`config.mk`:
```
export PLATFORM = sky130hd
export DESIGN_NAME = rf_write_arbiter_flat
export DESIGN_NICKNAME = d
export VERILOG_FILES = /design/src/rtl/rf_write_arbiter_if.sv /design/src/rtl/rf_write_arbiter.sv /design/src/flat_wrapper.sv
export SDC_FILE = /design/constraint.sdc
export NUM_CORES = 1
export LEC_CHECK = 0
export CAP_MARGIN = 10
export CORE_MARGIN = 10
export CORE_UTILIZATION = 49
export DETAILED_ROUTE_END_ITERATION = 12
export PLACE_DENSITY = 0.76
export SLEW_MARGIN = 20
export SYNTH_ARGS = -nofsm -noshare
export SYNTH_HDL_FRONTEND = slang
export SYNTH_SLANG_ARGS = --single-unit
```
`constraint.sdc`:
```
create_clock -name Clk -period 2.2 [get_ports Clk]
set_input_delay 0.44 -clock Clk [delete_from_list [all_inputs] [get_ports Clk]]
set_output_delay 0.44 -clock Clk [all_outputs]
set_load 0.02 [all_outputs]
```
`src/rtl/rf_write_arbiter_if.sv`:
```
// Signal bundle between the writeback-port arbiter, the EX/WB stage register
// and the multi-cycle side unit.
interface rf_write_arbiter_if;
  // Side-unit handshake: a write transfers on any rising edge where mc_req and
  // mc_ready are both 1; while mc_ready=0 the side unit holds mc_req/mc_rd/mc_data.
  logic       EX_WB_Reg_Write;
  logic [2:0] EX_WB_RD;
  logic [7:0] EX_WB_ALU_Result;
  logic       mc_req;
  logic [2:0] mc_rd;
  logic [7:0] mc_data;
  logic       mc_ready;
  logic       RF_Write_En;
  logic [2:0] RF_Write_Addr;
  logic [7:0] RF_Write_Data;
  logic [7:0] busy_mask;
  logic       stall_req;

  modport master (
    output EX_WB_Reg_Write, EX_WB_RD, EX_WB_ALU_Result, mc_req, mc_rd, mc_data,
    input  mc_ready, RF_Write_En, RF_Write_Addr, RF_Write_Data, busy_mask, stall_req
  );

  modport slave (
    input  EX_WB_Reg_Write, EX_WB_RD, EX_WB_ALU_Result, mc_req, mc_rd, mc_data,
    output mc_ready, RF_Write_En, RF_Write_Addr, RF_Write_Data, busy_mask, stall_req
  );
endinterface

```
`src/rtl/rf_write_arbiter.sv`:
```
// Shares the register-file write port between the pipeline writeback (always
// wins) and an in-order queue of side-unit writes that drain into idle cycles.
module rf_write_arbiter #(
   parameter int DEPTH    = 4,
   parameter int MAX_WAIT = 4
) (
   input logic              Clk,
   input logic              Reset,
   rf_write_arbiter_if.slave bus
);

   localparam int PW = $clog2(DEPTH);
   localparam int WW = $clog2(MAX_WAIT + 1);
   localparam logic [PW:0]   LP_DEPTH = (PW + 1)'(DEPTH);
   localparam logic [WW-1:0] LP_MAX   = WW'(MAX_WAIT);

   logic [DEPTH-1:0] r_valid;
   logic [2:0]       r_rd   [DEPTH];
   logic [7:0]       r_data [DEPTH];
   logic [PW-1:0]    r_head;
   logic [PW-1:0]    r_tail;
   logic [PW:0]      r_count;
   logic [WW-1:0]    r_wait;
   logic             r_stall;

   logic             w_pipe;
   logic             w_nonempty;
   logic             w_full;
   logic             w_push;
   logic             w_pop;
   logic             w_head_valid;
   logic             w_head_cancel;
   logic [WW-1:0]    w_wait_nxt;
   logic [DEPTH-1:0] w_valid_nxt;
   logic [7:0]       w_busy;
   logic             w_en;
   logic [2:0]       w_addr;
   logic [7:0]       w_data;

   assign w_pipe        = bus.EX_WB_Reg_Write;
   assign w_nonempty    = (r_count != '0);
   assign w_full        = (r_count == LP_DEPTH);
   assign w_push        = bus.mc_req && !w_full;
   assign w_head_valid  = w_nonempty && r_valid[r_head];
   // An invalid (cancelled) head retires even while the pipeline owns the port.
   assign w_pop         = w_nonempty && (!r_valid[r_head] || !w_pipe);
   assign w_head_cancel = w_head_valid && w_pipe && (r_rd[r_head] == bus.EX_WB_RD);

   always_comb begin
      w_wait_nxt = '0;
      if (w_head_valid && w_pipe && !w_head_cancel)
         w_wait_nxt = (r_wait == LP_MAX) ? LP_MAX : r_wait + WW'(1);
   end

   // Cancel, then pop, then enqueue: the new entry is younger than the pipeline write.
   always_comb begin
      w_valid_nxt = r_valid;
      for (int i = 0; i < DEPTH; i++) begin
         if (w_pipe && r_valid[i] && (r_rd[i] == bus.EX_WB_RD))
            w_valid_nxt[i] = 1'b0;
      end
      if (w_pop)
         w_valid_nxt[r_head] = 1'b0;
      if (w_push)
         w_valid_nxt[r_tail] = 1'b1;
   end

   always_ff @(posedge Clk or negedge Reset) begin
      if (!Reset) begin
         r_valid <= '0;
         r_head  <= '0;
         r_tail  <= '0;
         r_count <= '0;
         r_wait  <= '0;
         r_stall <= 1'b0;
      end else begin
         r_valid <= w_valid_nxt;
         r_wait  <= w_wait_nxt;
         r_stall <= (w_wait_nxt == LP_MAX);
         if (w_pop)
            r_head <= r_head + PW'(1);
         if (w_push)
            r_tail <= r_tail + PW'(1);
         case ({w_push, w_pop})
            2'b10:   r_count <= r_count + (PW + 1)'(1);
            2'b01:   r_count <= r_count - (PW + 1)'(1);
            default: r_count <= r_count;
         endcase
      end
   end

   // Payload storage needs no reset: every read is qualified by r_valid.
   always_ff @(posedge Clk) begin
      if (w_push) begin
         r_rd[r_tail]   <= bus.mc_rd;
         r_data[r_tail] <= bus.mc_data;
      end
   end

   always_comb begin
      w_busy = '0;
      for (int i = 0; i < DEPTH; i++) begin
         if (r_valid[i])
            w_busy[r_rd[i]] = 1'b1;
      end
   end

   always_comb begin
      w_en   = 1'b0;
      w_addr = '0;
      w_data = '0;
      if (Reset) begin
         if (w_pipe) begin
            w_en   = 1'b1;
            w_addr = bus.EX_WB_RD;
            w_data = bus.EX_WB_ALU_Result;
         end else if (w_head_valid) begin
            w_en   = 1'b1;
            w_addr = r_rd[r_head];
            w_data = r_data[r_head];
         end
      end
   end

   assign bus.mc_ready      = !w_full;
   assign bus.busy_mask     = w_busy;
   assign bus.stall_req     = r_stall;
   assign bus.RF_Write_En   = w_en;
   assign bus.RF_Write_Addr = w_addr;
   assign bus.RF_Write_Data = w_data;

endmodule

```
`src/flat_wrapper.sv`:
```
// flat-port wrapper written by rule: the top's interface ports become plain ports
module rf_write_arbiter_flat 
#(
   parameter int DEPTH    = 4,
   parameter int MAX_WAIT = 4
)
  (Clk, Reset, bus_EX_WB_Reg_Write, bus_EX_WB_RD, bus_EX_WB_ALU_Result, bus_mc_req, bus_mc_rd, bus_mc_data, bus_mc_ready, bus_RF_Write_En, bus_RF_Write_Addr, bus_RF_Write_Data, bus_busy_mask, bus_stall_req);
  rf_write_arbiter_if bus_i ();
  input logic Clk;
  input logic Reset;
  input wire logic [$bits(bus_i.EX_WB_Reg_Write)-1:0] bus_EX_WB_Reg_Write;
  input wire logic [$bits(bus_i.EX_WB_RD)-1:0] bus_EX_WB_RD;
  input wire logic [$bits(bus_i.EX_WB_ALU_Result)-1:0] bus_EX_WB_ALU_Result;
  input wire logic [$bits(bus_i.mc_req)-1:0] bus_mc_req;
  input wire logic [$bits(bus_i.mc_rd)-1:0] bus_mc_rd;
  input wire logic [$bits(bus_i.mc_data)-1:0] bus_mc_data;
  output wire logic [$bits(bus_i.mc_ready)-1:0] bus_mc_ready;
  output wire logic [$bits(bus_i.RF_Write_En)-1:0] bus_RF_Write_En;
  output wire logic [$bits(bus_i.RF_Write_Addr)-1:0] bus_RF_Write_Addr;
  output wire logic [$bits(bus_i.RF_Write_Data)-1:0] bus_RF_Write_Data;
  output wire logic [$bits(bus_i.busy_mask)-1:0] bus_busy_mask;
  output wire logic [$bits(bus_i.stall_req)-1:0] bus_stall_req;
  assign bus_i.EX_WB_Reg_Write = bus_EX_WB_Reg_Write;
  assign bus_i.EX_WB_RD = bus_EX_WB_RD;
  assign bus_i.EX_WB_ALU_Result = bus_EX_WB_ALU_Result;
  assign bus_i.mc_req = bus_mc_req;
  assign bus_i.mc_rd = bus_mc_rd;
  assign bus_i.mc_data = bus_mc_data;
  assign bus_mc_ready = bus_i.mc_ready;
  assign bus_RF_Write_En = bus_i.RF_Write_En;
  assign bus_RF_Write_Addr = bus_i.RF_Write_Addr;
  assign bus_RF_Write_Data = bus_i.RF_Write_Data;
  assign bus_busy_mask = bus_i.busy_mask;
  assign bus_stall_req = bus_i.stall_req;
  rf_write_arbiter #(.DEPTH(DEPTH), .MAX_WAIT(MAX_WAIT)) u_core (.Clk(Clk), .Reset(Reset), .bus(bus_i));
endmodule
```
[After elaboration in Yosys (flattened, before gate mapping)]
Memory sizes are Yosys's and may differ from the RTL's.
Index checks and enable logic that the tools add are counted.
Widths: inputs -> output; s select.
Storage, ports and cells
  register bits: 15
  bits in latches: 0
  bits in writable memories: 44
  bits in read-only memories: 0
  input bits: 26
  output and inout port bits: 22
  logic and storage cells: 106
  memories: 2
Memory list
  u_core.r_data: words 4, bits a word 8, read ports 1, clocked after Yosys merged registers in 0, write ports 1, RTL line rf_write_arbiter.sv:19  | logic [7:0] r_data [DEPTH];
  u_core.r_rd: words 4, bits a word 3, read ports 5, clocked after Yosys merged registers in 0, write ports 1, RTL line rf_write_arbiter.sv:18  | logic [2:0] r_rd [DEPTH];
Operators by class
  $add $sub $neg: 5
  multiply operators: 0
  div/mod/pow operators: 0
  order comparisons: 12
  equality and inequality tests: 10
  shift operators: 0
  mux-type cells: 38
  bitwise operators: 6
  reduce and logical (&&, ||, !) cells: 27
Operators by type and width (count)
  $mux 8: 7
  $or 8x8->8: 3
  $logic_and 1x1->1: 20
  $lt 3x4->1 const B: 4
  $mux 1: 16
  $eq 3x3->1: 5
  $mux 3: 5
  $demux 1 s3: 4
  $ge 3x1->1 const B: 4
  $eq 3x3->1 const B: 3
  $mux 4: 2
  $add 3x1->3 const B: 2
  $lt 2x3->1 const B: 2
  $pmux 3 s2: 1
  $add 2x1->2 const B: 2
  $and 4x4->4: 1
  $demux 1 s2: 2
  $ge 2x1->1 const B: 2
  $logic_not 1->1: 4
  $not 4->4: 1
  $or 4x4->4: 1
  $reduce_bool 3->1: 1
  $sub 3x1->3 const B: 1
  $bmux 1 s2: 1
  other kinds (4): 4

[Depth between registers and ports, before layout]
Gate-level depths: netlist (run 1).
  depth after elaboration: 11
  mapped depth: 9
  gate-level depth less buffers: 9

[Worst setup path before layout (run 1)]
No wires, ideal clock.
  path type: register to register
  start point: reg u_core.r_head[0]
  end point: reg u_core.r_count[1]
  library setup time: 0.125 ns
  arrival: 2.140 ns
  required time: 2.075 ns
  path slack: -0.065 ns
  stages on the path, launching flop included: 6
  buffers on the path: 0
  cell sequence: dfrtp_1 mux4_2 a21oi_4 ha_1 fa_1 mux2_2
On the way
  cells in the longest elaborated chain, start to end: 7
  elaborated cells on any way between the ends: 9
  those cells by class: eq/ne: 2; mux: 3; reduce/logical: 4
Ends and longest elaborated chain
  start, declared: RTL line rf_write_arbiter.sv:20  | logic [PW-1:0] r_head;
  start signal, assigned: RTL line rf_write_arbiter.sv:81  | r_head <= r_head + PW'(1);
  $bmux 1 s2 *: RTL line rf_write_arbiter.sv:46  | assign w_pop = w_nonempty && (!r_valid[r_head] || !w_pipe);
  $mux 1 (not written as such) *: RTL line rf_write_arbiter.sv:46
  $logic_not 1->1 *: RTL line rf_write_arbiter.sv:46
  $logic_or 1x1->1 *: RTL line rf_write_arbiter.sv:46
  $logic_and 1x1->1 *: RTL line rf_write_arbiter.sv:46
  $eq 2x1->1 or $eq 2x2->1 (tied branches): RTL line rf_write_arbiter.sv:84  | case ({w_push, w_pop})
  $pmux 3 s2 or $reduce_bool 2->1 (tied branches)
  end signal, assigned: RTL line rf_write_arbiter.sv:85  | 2'b10: r_count <= r_count + (PW + 1)'(1);
  end signal, assigned: RTL line rf_write_arbiter.sv:86  | 2'b01: r_count <= r_count - (PW + 1)'(1);
  end signal, assigned: RTL line rf_write_arbiter.sv:87  | default: r_count <= r_count;
  end, declared: RTL line rf_write_arbiter.sv:22  | logic [PW:0] r_count;
Every way passes the cells marked *; elsewhere a longest branch is shown, timed or not. The select of a mux whose other input is x is not followed.
A chain may end at the register's enable or synchronous reset.

[Worst setup path in the final report (run 1)]
  start point: reg u_core.r_head[0]
  end point: out bus_RF_Write_Data[2]
On the way
  cells in the longest elaborated chain, start to end: 6
  elaborated cells on any way between the ends: 7
  those cells by class: mux: 5; reduce/logical: 1; memory: 1
Ends and longest elaborated chain
  $bmux 1 s2: RTL line rf_write_arbiter.sv:44  | assign w_head_valid = w_nonempty && r_valid[r_head];
  $mux 1 (not written as such): RTL line rf_write_arbiter.sv:44
  $logic_and 1x1->1: RTL line rf_write_arbiter.sv:44
  $mux 8 *: RTL line rf_write_arbiter.sv:117  | end else if (w_head_valid) begin
  $mux 8 *: RTL line rf_write_arbiter.sv:113  | if (w_pipe) begin
  $mux 8 *: RTL line rf_write_arbiter.sv:112  | if (Reset) begin
  end, declared: RTL line flat_wrapper.sv:20  | output wire logic [$bits(bus_i.RF_Write_Data)-1:0] bus_RF_Write_Data;
Marked as above.

==> flow_metrics.tcl, run 1 <==
set metrics [dict create \
    grt_pass1_vias 2335 \
    crit_required_ps 1760 \
    cts.clk_slew.worst_paths_ps 70 \
    dr_total_vias 2287 \
    min_period_over_period_pct 107.4 \
    outcome "complete, but fails checks" \
    violations "negative setup slack" \
    worst_setup_path_end_kind "output pin" \
    hpwl_um 5406 \
    drt-pass1-iter-count 4 \
    postPlaceCellArea_sq_um 4044 \
    pin_count 48 \
    synth.top_cells.by_area "edfxtp_1, dfrtp_1, mux4_1" \
    power_leakage_nw 1.706 \
    syn_nets 278 \
    grt_antenna_before_repair 0 \
    synth_ff_type "edfxtp_1" \
    io_buffers 47 \
    first_iter_violations 110 \
    syn_area_per_cell_sq_um 13.30 \
    drv_slew 0 \
    slew_headroom_pct 83.69 \
    critPathKind "register to output pin" \
    die-area_sq_um 10150 \
    htree_levels 3 \
    finalHoldViolCount 0 \
    final_cell_area_sq_um 4202 \
    fmax_mhz 423.1 \
    cts_buffers 9 \
    place_ws_ps -279.9 \
    synthTopCellsByCount "edfxtp_1, xnor2_1, dfrtp_1, nor2_1, nand2_1" \
    setup_ws_ps -163.6 \
    cts_buffer_depth 2 \
    num_antenna_cells 0 \
    grt_use_total_pct 14.52 \
    clock_latency_ps 330 \
    place_congestion 0.8679 \
    min_path_type "input port to asynchronous set/reset pin" \
    rsz0062_at_grt "yes" \
    syn_inst 240 \
    die_h_um 100.7 \
    worstPathArrival_ps 1920 \
    yosysSeqAreaShare_pct 53.13 \
    fp.dieW_um 100.7 \
    synth_seq_cells 59 \
    synthArstFlopShare_pct 25.42 \
    p_per_area_nw_per_um2 1170 \
    root_buffer "clkbuf_8" \
    synthToLayoutAreaGrowth_pct 31.58 \
    regToRegSetupSlack_ps 50 \
    cts.sinks 59 \
    fp.coreArea_sq_um 6350 \
    tightestPinTransition_ps 243.9 \
    final_nets 365 \
    totalWireLength_um 7260 \
    drive_above_1_share_pct 28.31 \
    yosysUniqueCellTypes 40 \
    n_fill_cell 449 \
    drv_cap 0 \
    cts_tree "built" \
    peakVddDrop_mv 0.9239 \
    grt_pass1_wl_um 11580 \
    power_mw 4.916 \
    rows 29 \
    cts_hold_buffers 0 \
    synth_most_common_cell "edfxtp_1" \
    route.detailed.drc 0 \
    grt_max_degree 17 \
    yosysTopAreaCell "edfxtp_1" \
    viasPerCell 5.592 \
    rr_worst_depth 6 \
    start_kind "register" \
    detail-route-antenna-nets 0 \
    skew_ps 8.928 \
    grt_remaining_overflow 0 \
    synth_warnings 0 \
    utilization_pct 66.17 \
    timing.final.crit_period_ps 2364 \
    synth_edf_count 44 \
    wire_per_inst_um 17.75 \
    synth_top_area_share_pct 41.38 \
    synthesis.area_sq_um 3193 \
    initial_core_util_pct 50.29 \
    critPathMaxFanout 9 \
    setup_viol 12 \
]
layout by cell type, fill, tap and decap left out, drive strengths merged, types with 3 or more instances in the layout:
cell type,count
buf,62
edfxtp,44
clkdlybuf4s50,27
xnor2,19
nor2,15
dfrtp,15
nand2,12
mux4,12
mux2i,11
ha,11
clkbuf,10
nand4,9
inv,9
nand4b,8
nor3b,8
nor3,7
and3,4
a31o,4
dlygate4sd2,4
clkinv,4
nand3,3
nand2b,3
or4,3
and4,3
o21ai,3
a21oi,3
routing by layer:
metal	vias to the layer above	share of wire [%]	GRT usage, %
li1	1084	-	-
met1	1123	43	17.80
met2	73	49	23.49
met3	7	6.7	5.144
met4	0	0.98	4.239
met5	-	0	0
metrics by stage:
step,cells,TNS (ps),hold WS (ps)
6_report,409,-1872,546.4
5_1_grt,409,-3001,555.6
2_1_floorplan,240,0,144.4
3_3_place_gp,392,-3430,549.7
4_1_cts,409,-2131,533.6
3_5_place_dp,392,-3680,554.1
path summary, 6_finish.rpt:
check,to,from
min in group Clk,u_core.r_count[2]$_DFFE_PN0P_,u_core.r_count[2]$_DFFE_PN0P_
setup reg to reg,u_core.r_count[1]$_DFFE_PN0P_,u_core.r_head[0]$_DFFE_PN0N_
max in group asynchronous,u_core.r_head[0]$_DFFE_PN0N_,Reset
hold / removal,u_core.bus.stall_req$_DFF_PN0_,Reset
hold reg to reg,u_core.r_count[2]$_DFFE_PN0P_,u_core.r_count[2]$_DFFE_PN0P_
setup / recovery,bus_RF_Write_Data[2],u_core.r_head[0]$_DFFE_PN0N_
cell families after synthesis:
group / after synthesis / share of synthesized area [%]
multiplexers: 25 / 13.79
AND/OR/NAND/NOR: 81 / 14.85
buffers and inverters: 27 / 3.801
AO/OA/AOI/OAI: 16 / 3.997
XOR/XNOR: 20 / 5.486
adder cells (fa/ha/maj): 12 / 4.937
flip-flops: 59 / 53.13
area by class of cell:
cell class | instances | area, sq um | area share, %
multi-input combinational | 154 | 1414 | 33.65
clock buffer | 10 | 127.6 | 3.038
clock inverter | 6 | 42.54 | 1.013
inverter | 9 | 33.78 | 0.8040
tap | 77 | 96.34 | 2.293
timing repair buffer | 94 | 789.5 | 18.79
sequential | 59 | 1698 | 40.41
report_power, final:
group          leakage (nW)  switching (mW)  internal (mW)
registers             0.589           0.131           1.51
logic                  1.03            1.21           1.23
clock network        0.0822           0.426          0.408
flip-flops by register name (all words and copies together), names as in the netlist:
register	flops
u_core.r_data	32
u_core.r_rd	12
u_core.r_valid	4
u_core.r_count	3
u_core.r_wait	3
u_core.r_head	2
u_core.r_tail	2
u_core.bus.stall_req	1
worst max-delay path: stages (launching register included):
cell and delay, ps:
dfrtp_2 390, mux4_2 510, and2b_4 190, o21ai_4 150, buf_12 150, nor2_1 50, buf_4 150
timing repair:
| action | 4_1_cts | 5_1_grt |
|---|---|---|
| buffers inserted | 1 | 0 |
| setup endpoints to repair | 20 | 16 |
| hold endpoints to repair | 0 | 0 |
| resized for setup | 70 | 11 |
Power figures use the tool's default switching activity.
==> run 2, diff against run 1 <==
- CORE_MARGIN: 10 -> unset
- CTS_CLUSTER_SIZE: unset -> 8
- PLACE_DENSITY: 0.76 -> unset
- PLACE_DENSITY_LB_ADDON: unset -> 0.08
==> flow_metrics.tcl, run 2 (synthesized netlist as in run 1, its figures left out) <==
set metrics [dict create \
    crit_cells 6 \
    setup_tns_ps -1785 \
    clockPowerShare_pct 16.6 \
    cts.clk_slew.worst_paths_ps 70 \
    pin_count 48 \
    seqCellArea_sq_um 1698 \
    finalHoldViolCount 0 \
    p_int_mw 3.182 \
    cts.sinks 59 \
    top_regs "u_core.r_data: 32 flops, u_core.r_rd: 12 flops, u_core.r_valid: 4 flops" \
    wire_per_inst_um 15.91 \
    drv_slew 0 \
    die_h_um 82.73 \
    cts_hold_buffers 0 \
    fmax_mhz 423.1 \
    cts_buffers 9 \
    drive_above_1_share_pct 28.49 \
    multi_input_area_sq_um 1418 \
    timing.final.crit_period_ps 2363 \
    n_fill_cell 481 \
    route.detailed.drc 0 \
    min_period_over_period_pct 107.4 \
    worst_setup_path_end_kind "output pin" \
    power_frac_comb_pct 49.7 \
    grt_antenna_before_repair 0 \
    dr_total_vias 2221 \
    seq_power_share_pct 33.7 \
    p_per_area_nw_per_um2 1152 \
    slew_headroom_pct 84.17 \
    worstPathArrival_ps 1920 \
    final_common_cell "buf_4" \
    power_leakage_nw 1.738 \
    grt_pass1_vias 2177 \
    htree_levels 3 \
    viasPerCell 5.365 \
    critPathMaxFanout 9 \
    rsz0062_at_grt "yes" \
    grt_use_total_pct 21.52 \
    totalWireLength_um 6587 \
    final_nets 370 \
    grt_pass1_wl_um 10410 \
    largest_register_ffs 32 \
    tightestPinTransition_ps 235.6 \
    grt_remaining_overflow 0 \
    cp_slowest_stage_delay_ps 510 \
    r2r_end "u_core.r_count[1]$_DFFE_PN0P_" \
    setup_ws_ps -163.3 \
    rr_worst_depth 6 \
    skew_ps 10.92 \
    cp_slowest_cell "mux4_2" \
    die-area_sq_um 6843 \
    cp_top_family "multiplexers" \
    outcome "complete, but fails checks" \
    root_buffer "clkbuf_8" \
    largest-register "u_core.r_data" \
    clock_latency_ps 330 \
    place_congestion 0.9134 \
    drv_cap 0 \
    peakVddDrop_mv 0.7073 \
    io_buffers 47 \
    mostFrequentLayoutCells "buf_4, edfxtp_1, clkdlybuf4s50_1" \
    grt_max_degree 16 \
    fp.dieW_um 82.73 \
    synthToLayoutAreaGrowth_pct 32.13 \
    rows 29 \
    cts_tree "built" \
    regToRegSetupSlack_ps 10 \
    fp.coreArea_sq_um 6314 \
    min_path_type "input port to asynchronous set/reset pin" \
    switchingPower_mw 1.680 \
    timing.rr.start "u_core.r_head[0]$_DFFE_PN0N_" \
    initial_core_util_pct 50.57 \
    setup_viol 12 \
    hpwl_um 4934 \
    detail-route-antenna-nets 0 \
    start_kind "register" \
    worst-path-buf-inv 2 \
    num_antenna_cells 0 \
    violations "negative setup slack" \
    critPathKind "register to output pin" \
    cp_cell_sequence "mux4_2, and2b_4, o21ai_4, buf_12, nor2_1, buf_2" \
    crit_required_ps 1760 \
    p_sw_share_pct 34.55 \
    first_iter_violations 84 \
    drt-pass1-iter-count 4 \
    place_ws_ps -273.4 \
    cts_buffer_depth 2 \
]
## run 2: through the flow
stage,util (%),cell area [sq um],hold slack (ps),total power [mW],cells
final,66.83,4219,551.4,4.862,414
after detailed placement,64.21,4054,559.6,4.095,395
after global routing,66.83,4219,568.1,5.182,414
after global placement,64.21,4054,555.8,4.043,395
after floorplan,-,3194,144.4,3.095,240
after CTS,66.07,4172,547.5,4.868,411
## run 2: repair_timing
action | 4_1_cts | 5_1_grt
gates resized for setup | 70 | 7
endpoints found under the setup margin | 21 | 15
buffers inserted | 1 | 3
pin swaps | 0 | 1
endpoints found under the hold margin | 0 | 0
## run 2: power groups by stage
stage               registers [mW]  clock network, mW  logic, mW
finish                        1.64              0.806       2.42
global placement              1.64                  0       2.40
CTS                           1.64              0.826       2.40
global route                  1.67              0.872       2.64
floorplan                     1.68                  0       1.42
detailed placement            1.66                  0       2.44
## run 2: worst max-delay path by stage
stage | start | to | slack (ps)
after floorplan | u_core.r_head[0]$_DFFE_PN0N_ | u_core.r_count[1]$_DFFE_PN0P_ | 20
after global placement | bus_EX_WB_Reg_Write | bus_RF_Write_Data[6] | -270
after detailed placement | bus_EX_WB_Reg_Write | bus_RF_Write_Data[6] | -270
after CTS | u_core.r_head[0]$_DFFE_PN0N_ | bus_RF_Write_Data[6] | -180
after global routing | u_core.r_head[0]$_DFFE_PN0N_ | bus_RF_Write_Data[5] | -240
final | u_core.r_head[0]$_DFFE_PN0N_ | bus_RF_Write_Data[6] | -160
## run 2: metal layers
metal,part of all wire [%],vias up,track usage [%]
met4,1.2,0,6.552
met1,43,1063,26.33
li1,-,1095,-
met5,0,-,0
met3,4.0,8,4.835
met2,51,55,37.79
## run 2: worst reg2reg max path: cells and delay by family, from the launching register on
| family | cells | cell delay, ps |
|---|---|---|
| mux | 2 | 790 |
| fa+ha+maj | 2 | 580 |
| flops | 1 | 380 |
| compound gates | 1 | 170 |
| buf+inv | 1 | 160 |
## run 2: layout make-up
class / instances / share of cell area [%]
clock buffer: 13 / 3.529
clock inverter: 3 / 0.3559
inverter: 9 / 0.8007
multi-input combinational: 154 / 33.60
sequential: 59 / 40.24
tap: 77 / 2.284
timing repair buffer: 99 / 19.19
==> run 3, diff against run 2 <==
- CORE_UTILIZATION: 49 -> 51
- CTS_BUF_LIST: unset -> sky130_fd_sc_hd__clkbuf_8
==> flow_metrics.tcl, run 3 (synthesized netlist as in run 1, its figures left out) <==
set metrics [dict create \
    outcome "complete, but fails checks" \
    violations "negative setup slack" \
    fin_worst_hold_slack_ps 537.5 \
    cts_buffers 9 \
    setup_ws_ps -203.0 \
    route.detailed.drc 0 \
    finalHoldViolCount 0 \
    postPlaceCellArea_sq_um 4064 \
    cp_slowest_stage_delay_ps 560 \
    initial_core_util_pct 53.30 \
    detail-route-antenna-nets 0 \
    grt_remaining_overflow 0 \
    grt_antenna_before_repair 0 \
    worst-path-buf-inv 3 \
    worstPathArrival_ps 1960 \
    clock_latency_ps 320 \
    mostFrequentLayoutCells "buf_4, edfxtp_1, clkdlybuf4s50_1" \
    hpwl_um 5053 \
    place_congestion 0.9048 \
    grt_use_total_pct 23.57 \
    drive_above_1_share_pct 33.83 \
    power_frac_comb_pct 53.0 \
    power_leakage_nw 1.732 \
    regToRegSetupSlack_ps 40 \
    clockPowerShare_pct 15.0 \
    grt_pass1_wl_um 11120 \
    timing.final.crit_period_ps 2403 \
    skew_ps 5.743 \
    start_kind "register" \
    p_sw_share_pct 35.73 \
    min_period_over_period_pct 109.2 \
    seq_power_share_pct 32.0 \
    critPathKind "register to output pin" \
    cts_hold_buffers 0 \
    htree_levels 3 \
    slew_headroom_pct 73.11 \
    critPathMaxFanout 7 \
    rsz0062_at_grt "yes" \
    cp_cell_sequence "buf_4, buf_8, mux4_2, mux2i_2, nor2_2, buf_6" \
    fp.coreArea_sq_um 5991 \
    final_common_cell "buf_4" \
    fmax_mhz 416.1 \
    cp_slowest_cell "mux4_2" \
    drv_cap 0 \
    cts.sinks 59 \
    dr_total_vias 2288 \
    cts.clk_slew.worst_paths_ps 60 \
    num_antenna_cells 0 \
    final_nets 371 \
    min_path_type "input port to asynchronous set/reset pin" \
    peakVddDrop_mv 0.6886 \
    tightestPinTransition_ps 403.4 \
    grt_max_degree 16 \
    crit_required_ps 1760 \
    pin_count 48 \
    setup_viol 12 \
    worst_setup_path_end_kind "output pin" \
    cts_tree "built" \
    largest_register_ffs 32 \
    rows 28 \
    p_per_area_nw_per_um2 1183 \
    grt_pass1_vias 2286 \
    top_regs "u_core.r_data: 32 flops, u_core.r_rd: 12 flops, u_core.r_valid: 4 flops" \
    fp.dieW_um 81.13 \
    io_buffers 47 \
    largest-register "u_core.r_data" \
    cp_top_family "multiplexers" \
    first_iter_violations 87 \
    wire_per_inst_um 17.43 \
    final_cell_area_sq_um 4330 \
    viasPerCell 5.553 \
    root_buffer "clkbuf_8" \
    cts_buffer_depth 2 \
    die_h_um 81.13 \
    drt-pass1-iter-count 4 \
    switchingPower_mw 1.831 \
    synthToLayoutAreaGrowth_pct 35.62 \
    p_int_mw 3.293 \
    n_fill_cell 435 \
    drv_slew 0 \
    totalWireLength_um 7183 \
    die-area_sq_um 6581 \
]
==> run 3: cell count changes in the layout (fill, tap and decap cells not counted), sizes merged <==
cell,delta
clkinv,+2
dlymetal6s2s,+1
clkdlybuf4s50,-1
clkdlybuf4s15,+1
clkbuf,-4
inv,+1
buf,+1
dlygate4sd2,-1
==> run 3: timing repair <==
| action | in CTS | in global routing |
|---|---|---|
| resized for setup | 103 | 22 |
| gates cloned | 1 | 0 |
| endpoints found under the hold margin | 0 | 0 |
| setup endpoints to repair | 21 | 17 |
| pin swaps | 1 | 2 |
| buffers inserted | 4 | 2 |
==> run 3: through the flow <==
stage	cells	util [%]	power, mW	setup TNS, ps	setup WS (ps)
floorplan	240	-	3.095	0	15.36
global route	412	72.28	5.430	-2974	-269.2
finish	412	72.28	5.123	-1987	-203.0
CTS	413	72.06	5.046	-3034	-257.5
detailed placement	393	67.84	4.135	-3590	-289.9
global placement	393	67.84	4.058	-2993	-248.5
==> run 3: layout make-up <==
| cell class | count | area, sq um | share of cell area, % |
|---|---|---|---|
| clock buffers | 9 | 123.9 | 2.860 |
| clock inverters | 6 | 25.02 | 0.5779 |
| inverters | 9 | 33.78 | 0.7801 |
| multi-input cells | 154 | 1455 | 33.60 |
| flip-flops and latches | 59 | 1698 | 39.21 |
| well taps | 75 | 93.84 | 2.167 |
| repair buffers | 100 | 900.9 | 20.80 |
==> run 3: path summary, 6_finish.rpt <==
| path | start | end | cells past startpoint |
|---|---|---|---|
| max | u_core.r_head[0]$_DFFE_PN0N_ | bus_RF_Write_Addr[2] | 6 |
| min | Reset | u_core.r_count[2]$_DFFE_PN0P_ | 2 |
| max reg2reg | u_core.r_head[0]$_DFFE_PN0N_ | u_core.r_count[1]$_DFFE_PN0P_ | 6 |
| min reg2reg | u_core.r_count[2]$_DFFE_PN0P_ | u_core.r_count[2]$_DFFE_PN0P_ | 2 |
| max in group asynchronous | Reset | u_core.r_head[0]$_DFFE_PN0N_ | 2 |
| min in group Clk | u_core.r_count[2]$_DFFE_PN0P_ | u_core.r_count[2]$_DFFE_PN0P_ | 2 |
==> run 3: layer usage <==
metal	vias up	routed length (um)	track usage, %	part of all wire, %
met5	-	0	0	0
met2	60	3789	41.43	53
met4	0	152	11.25	2.1
li1	1095	-	-	-
met1	1118	2959	28.27	41
met3	15	282	3.596	3.9
==> run 3: power by group through the flow <==
stage	Clock (mW)	Combinational, mW	Sequential (mW)
final	0.767	2.72	1.64
after detailed placement	0	2.47	1.66
after floorplan	0	1.42	1.68
after global placement	0	2.41	1.65
after CTS	0.782	2.63	1.64
after global routing	0.834	2.92	1.67
